--- src/rtl/types_pkg.sv ---
`default_nettype none
// ============================================================================
// Module   : types_pkg
// Brief    : Shared datapath types and the strategy schedule entry format.
// Revision : 1.0
// ============================================================================
package types_pkg;

  localparam int SIG_W = 8;

  typedef logic [SIG_W-1:0] input_signals_t;
  typedef logic [SIG_W-1:0] output_signals_t;
  typedef logic [SIG_W-1:0] parameters_t;

  typedef enum logic [1:0] {
    STRAT_NOP = 2'd0,
    STRAT_XOR = 2'd1,
    STRAT_INV = 2'd2
  } strategy_t;

  localparam int SCHED_DWELL_W = 16;

  typedef struct packed {
    strategy_t                strategy;
    parameters_t              par;
    logic [SCHED_DWELL_W-1:0] dwell;
  } sched_entry_t;

endpackage
`default_nettype wire

--- src/rtl/strategy_inv.sv ---
`default_nettype none
// ============================================================================
// Module   : strategy_inv
// Brief    : Bitwise inversion strategy.
// Revision : 1.0
// ============================================================================
module strategy_inv
  import types_pkg::*;
(
  input  input_signals_t  in,
  output output_signals_t out
);

  assign out = ~in;

endmodule
`default_nettype wire

--- src/rtl/strategy_mux.sv ---
`default_nettype none
// ============================================================================
// Module   : strategy_mux
// Brief    : Combinational selection among the nop/xor/inv strategies.
// Revision : 1.0
// ============================================================================
module strategy_mux
  import types_pkg::*;
(
  input  strategy_t       strategy,
  input  parameters_t     par,
  input  input_signals_t  in,
  output output_signals_t out
);

  output_signals_t w_nop_out;
  output_signals_t w_xor_out;
  output_signals_t w_inv_out;

  strategy_nop u_nop (.in(in), .out(w_nop_out));
  strategy_xor u_xor (.in(in), .par(par), .out(w_xor_out));
  strategy_inv u_inv (.in(in), .out(w_inv_out));

  // Unassigned code 3 falls through to passthrough.
  always_comb begin
    out = w_nop_out;
    case (strategy)
      STRAT_XOR: out = w_xor_out;
      STRAT_INV: out = w_inv_out;
      default:   out = w_nop_out;
    endcase
  end

endmodule
`default_nettype wire

--- src/rtl/strategy_nop.sv ---
`default_nettype none
// ============================================================================
// Module   : strategy_nop
// Brief    : Passthrough strategy.
// Revision : 1.0
// ============================================================================
module strategy_nop
  import types_pkg::*;
(
  input  input_signals_t  in,
  output output_signals_t out
);

  assign out = in;

endmodule
`default_nettype wire

--- src/rtl/strategy_xor.sv ---
`default_nettype none
// ============================================================================
// Module   : strategy_xor
// Brief    : XOR of the input with a parameter word.
// Revision : 1.0
// ============================================================================
module strategy_xor
  import types_pkg::*;
(
  input  input_signals_t  in,
  input  parameters_t     par,
  output output_signals_t out
);

  assign out = in ^ par;

endmodule
`default_nettype wire

--- src/rtl/strategy_sequencer.sv ---
`default_nettype none
// ============================================================================
// Module   : strategy_sequencer
// Brief    : Steps through a programmed table of strategies, each held for
//            its dwell; optional wrap-around enabled by STRATEGY_SEQ_LOOP_EN.
// Revision : 1.0
// ============================================================================
module strategy_sequencer
  import types_pkg::*;
#(
  parameter  int DEPTH = 8,
  localparam int IDX_W = $clog2(DEPTH)
) (
  input  logic            clock,
  input  logic            reset,
  input  input_signals_t  in,
  output output_signals_t out,
  input  logic            cfg_we,
  input  logic [IDX_W-1:0] cfg_addr,
  input  sched_entry_t    cfg_entry,
  input  logic [IDX_W:0]  num_entries,
  input  logic            loop,
  input  logic            start,
  input  logic            stop,
  output logic            busy,
  output logic            done,
  output logic [IDX_W-1:0] cur_idx
);

  localparam logic [0:0]     C_ST_IDLE = 1'b0;
  localparam logic [0:0]     C_ST_RUN  = 1'b1;
  localparam logic [IDX_W:0] C_DEPTH   = (IDX_W + 1)'(DEPTH);

  sched_entry_t             r_table [DEPTH];
  logic [0:0]               r_state;
  logic [0:0]               w_state_nxt;
  logic [IDX_W-1:0]         r_idx;
  logic [IDX_W:0]           r_len;
  logic [SCHED_DWELL_W-1:0] r_dwell;
  strategy_t                r_act_strat;
  parameters_t              r_act_par;
  output_signals_t          r_out;
  logic                     r_done;

  logic                     w_load;
  logic                     w_sample;
  logic                     w_finish;
  logic [IDX_W-1:0]         w_load_idx;
  logic [IDX_W:0]           w_eff_len;
  logic                     w_last;
  logic                     w_loop_ok;
  sched_entry_t             w_entry;
  output_signals_t          w_mux_out;

  assign w_eff_len = (num_entries > C_DEPTH) ? C_DEPTH : num_entries;
  assign w_last    = ({1'b0, r_idx} == (r_len - 1'b1));
  // Table is read only here, so a same-cycle write to this index loads the old value.
  assign w_entry   = r_table[w_load_idx];

`ifdef STRATEGY_SEQ_LOOP_EN
  logic r_loop;

  always_ff @(posedge clock) begin
    if (!reset) begin
      r_loop <= 1'b0;
    end else if (w_sample) begin
      r_loop <= loop;
    end
  end

  assign w_loop_ok = r_loop;
`else
  logic w_unused_loop;

  assign w_unused_loop = loop;
  assign w_loop_ok     = 1'b0;
`endif

  always_ff @(posedge clock) begin
    if (!reset) begin
      r_state <= C_ST_IDLE;
    end else begin
      r_state <= w_state_nxt;
    end
  end

  always_comb begin
    w_state_nxt = r_state;
    w_load      = 1'b0;
    w_sample    = 1'b0;
    w_finish    = 1'b0;
    w_load_idx  = '0;
    case (r_state)
      C_ST_IDLE: begin
        if (start && (w_eff_len != '0)) begin
          w_state_nxt = C_ST_RUN;
          w_load      = 1'b1;
          w_sample    = 1'b1;
        end
      end
      C_ST_RUN: begin
        if (stop) begin
          w_state_nxt = C_ST_IDLE;
        end else if (r_dwell == '0) begin
          if (!w_last) begin
            w_load     = 1'b1;
            w_load_idx = r_idx + 1'b1;
          end else if (w_loop_ok && (w_eff_len != '0)) begin
            w_load   = 1'b1;
            w_sample = 1'b1;
          end else begin
            w_state_nxt = C_ST_IDLE;
            w_finish    = 1'b1;
          end
        end
      end
      default: w_state_nxt = C_ST_IDLE;
    endcase
  end

  always_comb begin
    busy    = (r_state == C_ST_RUN);
    done    = r_done;
    cur_idx = r_idx;
    out     = r_out;
  end

  always_ff @(posedge clock) begin
    if (!reset) begin
      for (int i = 0; i < DEPTH; i++) begin
        r_table[i] <= '0;
      end
    end else if (cfg_we) begin
      r_table[cfg_addr] <= cfg_entry;
    end
  end

  always_ff @(posedge clock) begin
    if (!reset) begin
      r_idx       <= '0;
      r_len       <= '0;
      r_dwell     <= '0;
      r_act_strat <= STRAT_NOP;
      r_act_par   <= '0;
      r_out       <= '0;
      r_done      <= 1'b0;
    end else begin
      r_out  <= w_mux_out;
      r_done <= w_finish;
      if (w_sample) begin
        r_len <= w_eff_len;
      end
      if (w_load) begin
        r_idx       <= w_load_idx;
        r_dwell     <= w_entry.dwell;
        r_act_strat <= w_entry.strategy;
        r_act_par   <= w_entry.par;
      end else if (w_state_nxt == C_ST_IDLE) begin
        r_idx       <= '0;
        r_dwell     <= '0;
        r_act_strat <= STRAT_NOP;
        r_act_par   <= '0;
      end else begin
        r_dwell <= r_dwell - 1'b1;
      end
    end
  end

  strategy_mux u_mux (
    .strategy (r_act_strat),
    .par      (r_act_par),
    .in       (in),
    .out      (w_mux_out)
  );

endmodule
`default_nettype wire

--- config.mk ---
export PLATFORM = sky130hd
export DESIGN_NAME = strategy_sequencer
export DESIGN_NICKNAME = d
export VERILOG_FILES = /design/src/rtl/types_pkg.sv /design/src/rtl/strategy_inv.sv /design/src/rtl/strategy_mux.sv /design/src/rtl/strategy_nop.sv /design/src/rtl/strategy_xor.sv /design/src/rtl/strategy_sequencer.sv
export SDC_FILE = /design/constraint.sdc
export NUM_CORES = 1
export LEC_CHECK = 0
export ABC_AREA = 1
export ABC_CLOCK_PERIOD_IN_PS = 2800
export CORE_MARGIN = 3
export CORE_UTILIZATION = 61
export CTS_CLUSTER_DIAMETER = 120
export CTS_CLUSTER_SIZE = 14
export DETAILED_ROUTE_END_ITERATION = 16
export GPL_TIMING_DRIVEN = 0
export PLACE_DENSITY = 0.9
export SYNTH_ARGS = -nofsm -noshare
export SYNTH_HDL_FRONTEND = slang
export SYNTH_SLANG_ARGS = --single-unit
--- constraint.sdc ---
create_clock -name clock -period 2.8 [get_ports clock]
set_input_delay 0.56 -clock clock [delete_from_list [all_inputs] [get_ports clock]]
set_output_delay 0.56 -clock clock [all_outputs]
set_load 0.1 [all_outputs]
==> key figures <==
Timing
  • Fmax achieved: 365 MHz
  • Max Slew Vio Count: 0
  • Tightest Pin Transition: 0.972 ns
  • Max_slew headroom: 0.350
  • Final Setup Violations: 0
  • Tcrit/Tclk final: 0.978
  • Final hold violations: 0
  • RSZ-0062 raised after global routing: false
  • Crit path setup slack, layout: 0.0619 ns
  • Setup Skew: around 0.014 ns
  • Hold slack: 0.500 ns
  • Fin crit period: 2.74 ns

Critical path
  • Critical path data arrival time: about 2.9 ns
  • R2R Setup Slk: about 0.07 ns
  • Req. time, crit path: 2.94 ns
  • CP Max Fanout: 26
  • Worst setup EP type: register
  • FF-to-FF End: r_dwell[8]
  • R2R cell count: 11
  • Crit path launch type: primary input
  • RR Startpoint: busy
  • CP Class: primary input to register

Placement
  • DP Wirelength: ~23,000 um
  • Port Buf Inserts: 58
  • Setup WS pre-CTS: -0.860 ns
  • Post-DP Area: around 0.013 mm2
  • Placer's final routability congestion estimate: 1.00

Logic synthesis
  • Syn Nets: 1,453
  • Async S/R FF share, synth: 0
  • Ys flop type: edfxtp_1
  • Avg Inst Size Synth: 8.77 um2
  • Flop and latch count out of synthesis: 251
  • Synth Cell Area: 0.0123 mm2
  • Library cells used by synthesis: 35
  • Sequential area share after synthesis: 0.579
  • EDFF count, synth: 208
  • Synth warnings: 0
  • Cells after synthesis: 1,400

Global route
  • Antenna violations before repair: 1
  • Total grt overflow: 0
  • Pin count of the biggest net entering global routing: 27
  • Total GRT Usage: 0.309
  • Vias in the first global route: between 10k and 15k
  • First-pass GRT wire length: 52,900 um

Drt
  • DR iter-0 viols: ~1.6k
  • Via/cell ratio: 6.00
  • Wire per inst: about 20 um
  • Post-route ant nets: 0
  • Drt drc: 0
  • Via count: 10.6k
  • DRT Pass-1 Iters: 7
  • Total wire length: 34,600 um

Clocking
  • Clock Pin Slew Worst Setup and Hold Paths: 0.07 ns
  • Clock sinks: ~250
  • Clk_lat worst skew: 0.51 ns
  • Maximum root-to-sink buffer count: 3
  • CTS tree: built
  • Root Driver: clkbuf_16
  • Post-CTS Setup Inserts: 0
  • Clock buffer count from CTS: 21
  • Htree depth: 1

Cells and area
  • Share of post-route cells with drive strength above 1: 0.0602
  • Nets: 1,535
  • Layout Utilization: 0.707
  • Design area: 0.0139 mm2
  • N_diodes: 0
  • Layout area overhead: 12.8%

Power
  • Worst vdd rail ir drop: 0.372 mV
  • Tot Pwr: 0.00812 W
  • Total power divided by cell area: ~590 mW/mm2
  • Leak: a little over 6 nW

Die
  • # IOs: 60
  • Placement row count: a little over 50
  • Die Y: 148 um
  • Core Area: roughly 0.020 mm2
  • Die width: 148 um
  • Full die area: 0.0219 mm2
  • Initial Util: 0.627

Run
  • Max cap viols: 0

Worst hold path
  • HP Start: r_len[3]
  • Worst hold path class: register to register
  • Hold path cells: 2
  • Worst Hold Path EP: r_len[3]

Outcome
  • Status: finished, final reports clean
==> routing by layer <==
layer | share of wire | vias to the layer above | GRT usage | wire, um
met3 | 0.15 | 151 | 0.0904 | 5210
met2 | 0.46 | 830 | 0.507 | 15900
met4 | 0.039 | 2 | 0.117 | 1360
met1 | 0.35 | 4807 | 0.393 | 12100
li1 | - | 4772 | - | -
met5 | 0.00052 | - | 0 | 18
==> worst max-delay path, stage by stage <==
cell and delay [ns]:
clkdlybuf4s50_1 0.58, nand2_1 0.10, nor2_1 0.20, nand2_1 0.39, clkbuf_1 0.37, nand2_2 0.65
==> worst max-delay path by stage <==
stage / slack, ns / endpoint / startpoint / depth (start not counted)
floorplan: 0.23 / r_dwell[9] / busy / 11
CTS: -0.37 / r_table[2][2] / reset / 4
finish: 0.06 / r_table[7][7] / reset / 6
global placement: -0.82 / r_table[5][11] / reset / 4
detailed placement: -0.86 / r_table[2][8] / reset / 4
global route: 0.006 / r_table[6][4] / reset / 6
==> repair_timing <==
| action | CTS | global route |
|---|---|---|
| hold buffers | 0 | 0 |
| gates resized for setup | 3 | 30 |
| gates cloned | 0 | 0 |
| endpoints found under the setup margin | 217 | 234 |
==> power by group <==
part | leakage (nW) | switching [W] | total (W) | internal (W)
clock | 0.278 | 0.00128 | 0.00269 | 0.00141
combinational | 3.53 | 0.000770 | 0.00108 | 0.000312
sequential | 2.35 | 0.0000828 | 0.00435 | 0.00427
total | 6.15 | 0.00213 | 0.00812 | 0.00599
==> state kept, by name, indices dropped and copies added (netlist names) <==
signal / flops
r_act_strat: 2
busy: 1
r_act_par: 8
r_dwell: 16
out: 8
cur_idx: 3
r_table: 208
done: 1
r_len: 4
==> cells by family (layout without fill, tap and decap cells) <==
family	Yosys count	in the layout	synth area share
AOI/OAI and AO/OA	33	33	0.0144
xor gates and xnor gates	17	17	0.0121
adders and majority gates	6	6	0.00611
buffers and inverters	299	395	0.0973
DFF	251	251	0.579
and+or+nand+nor	794	794	0.291
==> cell type report <==
cell class	instances	area, um2
buffer	85	408
inverter	214	803
fill	1360	5730
timing repair buffer	59	608
multi-input combinational	850	4020
tap	265	332
sequential	251	7110
clock buffer	37	586
==> layout by cell type (no fill, tap or decap), types with 3 or more instances in the layout <==
| master | n |
|---|---|
| nand4_1 | 106 |
| nor2_1 | 237 |
| xnor2_1 | 6 |
| nand3_1 | 180 |
| inv_1 | 210 |
| nand2_1 | 238 |
| buf_1 | 5 |
| edfxtp_1 | 208 |
| nor3_1 | 3 |
| clkbuf_1 | 50 |
| clkbuf_2 | 13 |
| xor2_1 | 11 |
| inv_2 | 3 |
| o21ai_0 | 9 |
| nand2_2 | 9 |
| ha_1 | 6 |
| clkbuf_16 | 21 |
| buf_6 | 3 |
| clkdlybuf4s50_1 | 58 |
| buf_4 | 5 |
| a21oi_1 | 20 |
| buf_2 | 25 |
| or3_1 | 7 |
| dfxtp_1 | 43 |
==> cell usage after synthesis (all sizes together) (2+ instances only) <==
master,number,share of area
o21ai,9,0.0037
xor2,11,0.0078
nand4,107,0.055
or2,2,0.0010
dfxtp,43,0.070
a21oi,20,0.0082
nor3,4,0.0025
buf,38,0.018
nor2,240,0.075
xnor2,6,0.0043
nand3,183,0.076
nor4,2,0.0010
or3,7,0.0036
inv,213,0.065
nand2,247,0.076
ha,6,0.0061
clkbuf,47,0.014
edfxtp,208,0.51
nand3b,2,0.0012
==> per-stage QoR <==
stage / TNS (ns) / std cells
5_1_grt: 0 / 1761
3_5_place_dp: -166.74 / 1723
2_1_floorplan: 0 / 1400
4_1_cts: -65.02 / 1760
3_3_place_gp: -160.62 / 1723
6_report: 0 / 1761
Power figures use the tool's default switching activity.
